$ cat config.mk
export PLATFORM = sky130hd
export DESIGN_NAME = boss_attack_scheduler_flat
export DESIGN_NICKNAME = d
export VERILOG_FILES = /design/src/rtl/boss_attack_scheduler_if.sv /design/src/rtl/boss_attack_scheduler.sv /design/src/flat_wrapper.sv
export SDC_FILE = /design/constraint.sdc
export NUM_CORES = 1
export LEC_CHECK = 0
export CAP_MARGIN = 20
export CORE_MARGIN = 2
export CORE_UTILIZATION = 40
export DETAILED_ROUTE_END_ITERATION = 8
export HOLD_SLACK_MARGIN = 0.08
export PLACE_DENSITY = 0.62
export REMOVE_ABC_BUFFERS = 1
export SYNTH_ARGS = -nofsm -noshare
export SYNTH_HDL_FRONTEND = slang
export SYNTH_SLANG_ARGS = --single-unit
$ cat constraint.sdc
create_clock -name frame_clk -period 3.6 [get_ports frame_clk]
set_input_delay 0.36 -clock frame_clk [delete_from_list [all_inputs] [get_ports frame_clk]]
set_output_delay 0.36 -clock frame_clk [all_outputs]
set_load 0.03 [all_outputs]
$ cat src/rtl/boss_attack_scheduler_if.sv
// Start/done handshake between the boss scheduler
// and its two attack movers.
interface boss_attack_scheduler_if;
   logic start_v;
   logic start_h;
   logic done_v;
   logic done_h;

   modport master (
      output start_v,
      output start_h,
      input  done_v,
      input  done_h
   );

   modport slave (
      input  start_v,
      input  start_h,
      output done_v,
      output done_h
   );
endinterface

$ cat src/rtl/boss_attack_scheduler.sv
// Frame-rate boss sequencer: cooldown, attack choice,
// attack run with timeout, boss life, enrage and death.
module boss_attack_scheduler #(
   parameter int unsigned COOLDOWN_FRAMES = 30,
   parameter int unsigned TIMEOUT_FRAMES  = 120,
   parameter int unsigned LIFE_MAX        = 10,
   parameter int unsigned ENRAGE_LIFE     = 4,
   parameter logic [7:0]  LFSR_SEED       = 8'hA5
) (
   input  logic                 frame_clk,
   input  logic                 Reset,
   input  logic [7:0]           keycode,
   input  logic                 player_dead,
   input  logic                 boss_hit,
   boss_attack_scheduler_if.master atk,
   output logic [2:0]           sched_state,
   output logic [3:0]           boss_life,
   output logic                 enraged,
   output logic                 boss_dead
);
   typedef enum logic [2:0] {
      WAIT_START = 3'd0,
      COOLDOWN   = 3'd1,
      SELECT     = 3'd2,
      RUN_V      = 3'd3,
      RUN_H      = 3'd4,
      DEAD       = 3'd5
   } state_t;

   localparam int unsigned CNT_TOP =
      (TIMEOUT_FRAMES > COOLDOWN_FRAMES) ?
      TIMEOUT_FRAMES : COOLDOWN_FRAMES;
   localparam int CW = $clog2(CNT_TOP + 1);

   localparam logic [CW-1:0] CD_LAST_N =
      CW'(COOLDOWN_FRAMES - 1);
   localparam logic [CW-1:0] CD_LAST_E =
      CW'((COOLDOWN_FRAMES >> 1) - 1);
   localparam logic [CW-1:0] TO_LAST =
      CW'(TIMEOUT_FRAMES - 1);
   localparam logic [3:0] LIFE_INIT = 4'(LIFE_MAX);
   localparam logic [3:0] LIFE_ENR  = 4'(ENRAGE_LIFE);
   localparam logic [7:0] START_KEY = 8'h2C;

   state_t        state, state_n;
   logic [CW-1:0] cnt, cnt_n;
   logic [CW-1:0] cd_last;
   logic [7:0]    lfsr, lfsr_n, lfsr_sh;
   logic          last_atk, last_n;
   logic [1:0]    repeat_cnt, rep_n;
   logic [3:0]    life_n, life_dec;
   logic          enr_n, dead_n;
   logic          start_v, start_h;
   logic          sv_n, sh_n;
   logic          active, pick, same;

   assign atk.start_v  = start_v;
   assign atk.start_h  = start_h;
   assign sched_state  = state;

   // Next-state, attack choice, life and restart decode
   always_comb begin
      state_n = state;
      cnt_n   = cnt;
      last_n  = last_atk;
      rep_n   = repeat_cnt;
      life_n  = boss_life;
      enr_n   = enraged;
      sv_n    = 1'b0;
      sh_n    = 1'b0;
      dead_n  = 1'b0;

      lfsr_sh = {lfsr[6:0],
                 lfsr[7] ^ lfsr[5] ^ lfsr[4] ^ lfsr[3]};
      lfsr_n  = (lfsr_sh == 8'd0) ? LFSR_SEED : lfsr_sh;

      life_dec = (boss_life == 4'd0) ?
                 4'd0 : boss_life - 4'd1;
      cd_last  = enraged ? CD_LAST_E : CD_LAST_N;

      // a third identical attack in a row is flipped
      pick = lfsr[0] ^ ((lfsr[0] == last_atk) &&
                        (repeat_cnt == 2'd2));
      same = (pick == last_atk);

      active = (state == COOLDOWN) ||
               (state == SELECT)   ||
               (state == RUN_V)    ||
               (state == RUN_H);

      unique case (1'b1)
         (state == WAIT_START): begin
            if (keycode == START_KEY) begin
               state_n = COOLDOWN;
               cnt_n   = '0;
            end
         end
         (state == COOLDOWN): begin
            if (cnt >= cd_last) begin
               state_n = SELECT;
               cnt_n   = '0;
            end else begin
               cnt_n = cnt + 1'b1;
            end
         end
         (state == SELECT): begin
            state_n = pick ? RUN_H : RUN_V;
            last_n  = pick;
            rep_n   = same ? repeat_cnt + 2'd1 : 2'd1;
            cnt_n   = '0;
            sv_n    = ~pick;
            sh_n    = pick;
         end
         (state == RUN_V): begin
            if ((done_ok(atk.done_v)) ||
                (cnt == TO_LAST)) begin
               state_n = COOLDOWN;
               cnt_n   = '0;
            end else begin
               cnt_n = cnt + 1'b1;
            end
         end
         (state == RUN_H): begin
            if ((done_ok(atk.done_h)) ||
                (cnt == TO_LAST)) begin
               state_n = COOLDOWN;
               cnt_n   = '0;
            end else begin
               cnt_n = cnt + 1'b1;
            end
         end
         (state == DEAD): begin
            dead_n = 1'b1;
         end
         default: begin
            state_n = WAIT_START;
            cnt_n   = '0;
         end
      endcase

      if (active && boss_hit) begin
         life_n = life_dec;
         if (life_dec <= LIFE_ENR) enr_n = 1'b1;
         if (life_dec == 4'd0) begin
            state_n = DEAD;
            cnt_n   = '0;
            last_n  = last_atk;
            rep_n   = repeat_cnt;
            sv_n    = 1'b0;
            sh_n    = 1'b0;
            dead_n  = 1'b1;
         end
      end

      if ((state != WAIT_START) && player_dead) begin
         state_n = WAIT_START;
         cnt_n   = '0;
         last_n  = 1'b0;
         rep_n   = 2'd0;
         life_n  = LIFE_INIT;
         enr_n   = 1'b0;
         sv_n    = 1'b0;
         sh_n    = 1'b0;
         dead_n  = 1'b0;
      end
   end

   // done is ignored in the first run frame (cnt still 0)
   function automatic logic done_ok(input logic d);
      return d && (cnt != '0);
   endfunction

   // State and registered outputs
   always_ff @(posedge frame_clk or posedge Reset) begin
      if (Reset) begin
         state      <= WAIT_START;
         cnt        <= '0;
         lfsr       <= LFSR_SEED;
         last_atk   <= 1'b0;
         repeat_cnt <= 2'd0;
         boss_life  <= LIFE_INIT;
         enraged    <= 1'b0;
         boss_dead  <= 1'b0;
         start_v    <= 1'b0;
         start_h    <= 1'b0;
      end else begin
         state      <= state_n;
         cnt        <= cnt_n;
         lfsr       <= lfsr_n;
         last_atk   <= last_n;
         repeat_cnt <= rep_n;
         boss_life  <= life_n;
         enraged    <= enr_n;
         boss_dead  <= dead_n;
         start_v    <= sv_n;
         start_h    <= sh_n;
      end
   end
endmodule

$ cat src/flat_wrapper.sv
// flat-port wrapper written by rule: the top's interface ports become plain ports
module boss_attack_scheduler_flat 
#(
   parameter int unsigned COOLDOWN_FRAMES = 30,
   parameter int unsigned TIMEOUT_FRAMES  = 120,
   parameter int unsigned LIFE_MAX        = 10,
   parameter int unsigned ENRAGE_LIFE     = 4,
   parameter logic [7:0]  LFSR_SEED       = 8'hA5
)
  (frame_clk, Reset, keycode, player_dead, boss_hit, sched_state, boss_life, enraged, boss_dead, atk_start_v, atk_start_h, atk_done_v, atk_done_h);
  boss_attack_scheduler_if atk_i ();
  input  logic frame_clk;
  input  logic Reset;
  input  logic [7:0] keycode;
  input  logic player_dead;
  input  logic boss_hit;
  output logic [2:0] sched_state;
  output logic [3:0] boss_life;
  output logic enraged;
  output logic boss_dead;
  output wire logic [$bits(atk_i.start_v)-1:0] atk_start_v;
  output wire logic [$bits(atk_i.start_h)-1:0] atk_start_h;
  input wire logic [$bits(atk_i.done_v)-1:0] atk_done_v;
  input wire logic [$bits(atk_i.done_h)-1:0] atk_done_h;
  assign atk_start_v = atk_i.start_v;
  assign atk_start_h = atk_i.start_h;
  assign atk_i.done_v = atk_done_v;
  assign atk_i.done_h = atk_done_h;
  boss_attack_scheduler #(.COOLDOWN_FRAMES(COOLDOWN_FRAMES), .TIMEOUT_FRAMES(TIMEOUT_FRAMES), .LIFE_MAX(LIFE_MAX), .ENRAGE_LIFE(ENRAGE_LIFE), .LFSR_SEED(LFSR_SEED)) u_core (.frame_clk(frame_clk), .Reset(Reset), .keycode(keycode), .player_dead(player_dead), .boss_hit(boss_hit), .atk(atk_i), .sched_state(sched_state), .boss_life(boss_life), .enraged(enraged), .boss_dead(boss_dead));
endmodule
==> results by group <==
Worst setup path
  • CP startpoint: u_core.cnt[1]
  • Crit-path cells: ha_1 > and2_4 > and4bb_4 > a2111oi_4 > nand4b_4 > o311a_1
  • Slowest-stage cell, CP: a2111oi_4
  • Critical path class: reg -> reg
  • FF-to-FF setup slack: 1.33 ns
  • Top delay family on crit path: compound AO/OA/AOI/OAI gates
  • CP Launch Type: flop
  • FF-to-FF path depth: 6
  • Worst-path fanout max: 9
  • WP buf/inv: 0
  • Critical path arrival: 2.48 ns
  • Critical Path RT: 3.82 ns
  • Worst reg2reg path startpoint: u_core.cnt[1]
  • Worst R2R End: u_core.cnt[2]
  • CP max stage delay: roughly 0.63 ns
  • CP Capture Type: flop

Detailed routing
  • Initial DRC Count: 87
  • Routed WL per cell: approximately 15 um
  • Routed Antenna Nets: 0
  • DR vias: 1408
  • DRC viols: 0
  • DRT Pass-1 Iters: 4
  • DRT Wirelength: 3720 um
  • Vias/cell: ~5.6

Finish
  • NumNets Final: 219
  • Leading cell type in the layout, fill and taps excluded: clkdlybuf4s50_1
  • Final instance count without filler cells: 250
  • Share of cells above drive strength 1: 12.5%
  • Utilization after layout: between 50% and 60%
  • Most frequent cells in the layout: clkdlybuf4s50_1 (24), dfrtp_1 (23), nor2_1 (21)
  • Area delta synth->final: 22.9%
  • # diodes: 0

Floorplan
  • Starting density of the core: between 40% and 50%
  • I/O pins: 25
  • Row count: 23
  • Die Span X: 69.4 um
  • Die ar.: a little under 0.005 mm2
  • Core ar.: 0.00406 mm2
  • Chip Height: 69.4 um

Timing
  • Slew margin rel.: 45.5%
  • Final hold violations: 0
  • Fin crit share: 62.9%
  • Fin. max-slew vios: 0
  • Max Fclk: 0.441 GHz
  • Worst clock skew: 0.00297 ns
  • RSZ-0062 raised after global routing: false
  • Worst Tran Pin Value: 0.810 ns
  • Setup TNS: 0 ns
  • Final setup vio count: 0
  • Fin crit period: 2.27 ns

Place
  • Placed cell count: 241
  • Dpl hpwl: between 2000 and 3000 um
  • PortBufs: 24
  • Routability congestion estimate: 0.905

Clock tree
  • CTS H-tree depth: 2
  • Hold_buf cts: 0
  • Num CTS Buffers: 5
  • CTS tree: yes
  • Clock sink total: 29
  • CTS resizes: 0
  • CTS root buf: clkbuf_8
  • Worst-Skew Late Latency: around 0.28 ns
  • Post-CTS setup buffers: 0
  • Clock transition at path regs: 0.06 ns
  • CTS Buffer Depth: 2

Synth
  • Post-Synthesis Cells: 177
  • Post-Syn Area: 0.00171 mm2
  • Yosys cell types: 48
  • Register bit total from synthesis: 29
  • Synth Area per Inst: just under 10 um2
  • Ys async rst share: 100%
  • Ys Warns: 0
  • Synth top area share: 33.7%
  • Cell taking the most area after synthesis: dfrtp_1
  • Top cells by area, synth: dfrtp_1 (34%), dfstp_2 (9.2%), nor2_1 (4.6%)
  • Synth Flop Type: dfrtp_1
  • Sequential share of the synthesized area: 42.9%
  • EDFF count, synth: 0

Min path
  • Worst min path class: in -> async

GRT
  • Met3 Usage GRT: 4.07%
  • Gr usage total: 16.5%
  • GR peak layer: met2
  • First-pass GRT wire length: between 6000 and 7000 um
  • Largest net degree at the start of global routing: 30
  • Final global-route overflow total: 0
  • GRT met1 Usage: 21.7%
  • Initial antenna violation count: 0
  • Vias in the first global route: 1385
  • Grt met2 use: 26.9%

Power
  • Design Power: 1.21 mW
  • Cell Pwr Density: 574 mW/mm2
  • Worst IR Drop VDD: 290 uV
  • Leakage power: 0.918 nW

Outcome
  • Status: complete, no violations

Flow run
  • MaxCap Viol Count: 0
power by group:
part	total, mW	leakage, nW	internal (mW)	switching, mW
combinational	0.431	0.489	0.181	0.249
sequential	0.444	0.373	0.376	0.0677
clock	0.332	0.0552	0.205	0.127
total	1.21	0.918	0.762	0.444
through the flow:
stage,instance area (um2),hold WS (ns),worst slack (ns)
2_1_floorplan,1660,0.389,1.66
3_3_place_gp,1970,0.393,1.40
3_5_place_dp,1970,0.392,1.32
4_1_cts,2070,0.401,1.35
5_1_grt,2100,0.343,1.26
6_report,2100,0.319,1.33
flip-flops by register name (all words and copies together), names as in the netlist:
register            cells
u_core.lfsr             8
u_core.cnt              7
u_core.boss_life        4
u_core.sched_state      3
u_core.repeat_cnt       2
u_core.atk.start_h      1
u_core.atk.start_v      1
u_core.boss_dead        1
u_core.enraged          1
u_core.last_atk         1
layer usage:
metal | share of wire, % | vias to the layer above | routed length, um
met5 | 0 | - | 0
met4 | 1.2 | 0 | 45
met3 | 4.3 | 5 | 161
met2 | 49 | 32 | 1830
met1 | 45 | 687 | 1680
li1 | - | 684 | -
how the worst max path moves through the flow:
stage	cells past startpoint	slack, ns	to
final	6	1.33	u_core.cnt[2]
after global placement	6	1.40	u_core.cnt[6]
after CTS	6	1.35	u_core.cnt[2]
after floorplan	6	1.66	u_core.cnt[2]
after global routing	5	1.26	u_core.cnt[2]
after detailed placement	6	1.32	u_core.cnt[2]
kinds of logic (layout without fill, tap and decap cells):
logic type / count (synthesis) / in the layout / synth area share (%)
XOR/XNOR: 3 / 3 / 1.54
AND/OR/NAND/NOR: 75 / 75 / 25.0
adder cells (fa/ha/maj): 6 / 6 / 4.39
flip-flops: 29 / 29 / 42.9
AO/OA/AOI/OAI: 42 / 42 / 19.8
multiplexers: 3 / 3 / 1.76
buffers and inverters: 19 / 42 / 4.68
cell usage after synthesis (all sizes together) (2+ instances only):
library cell,count
dfstp,6
nor2,21
nor2b,3
mux2i,3
buf,2
clkbuf,8
xnor2,2
nor3b,2
ha,6
nand2b,3
nand3,6
dfrtp,23
or2,4
and2,6
nand2,7
and3,5
nand4,3
nor3,7
a21oi,11
o21ai,4
a211o,2
o311a,6
inv,9
a31oi,2
a211oi,6
or4,2
o211ai,3
final cells by class:
class | instances | area, um2
Multi-Input combinational cell | 129 | 896
Fill cell | 352 | 1960
Clock inverter | 2 | 35.0
Clock buffer | 6 | 72.6
Timing Repair Buffer | 25 | 268
Tap cell | 50 | 62.6
Inverter | 9 | 33.8
Sequential cell | 29 | 733
Note: power is estimated with default switching activity, not from simulation.
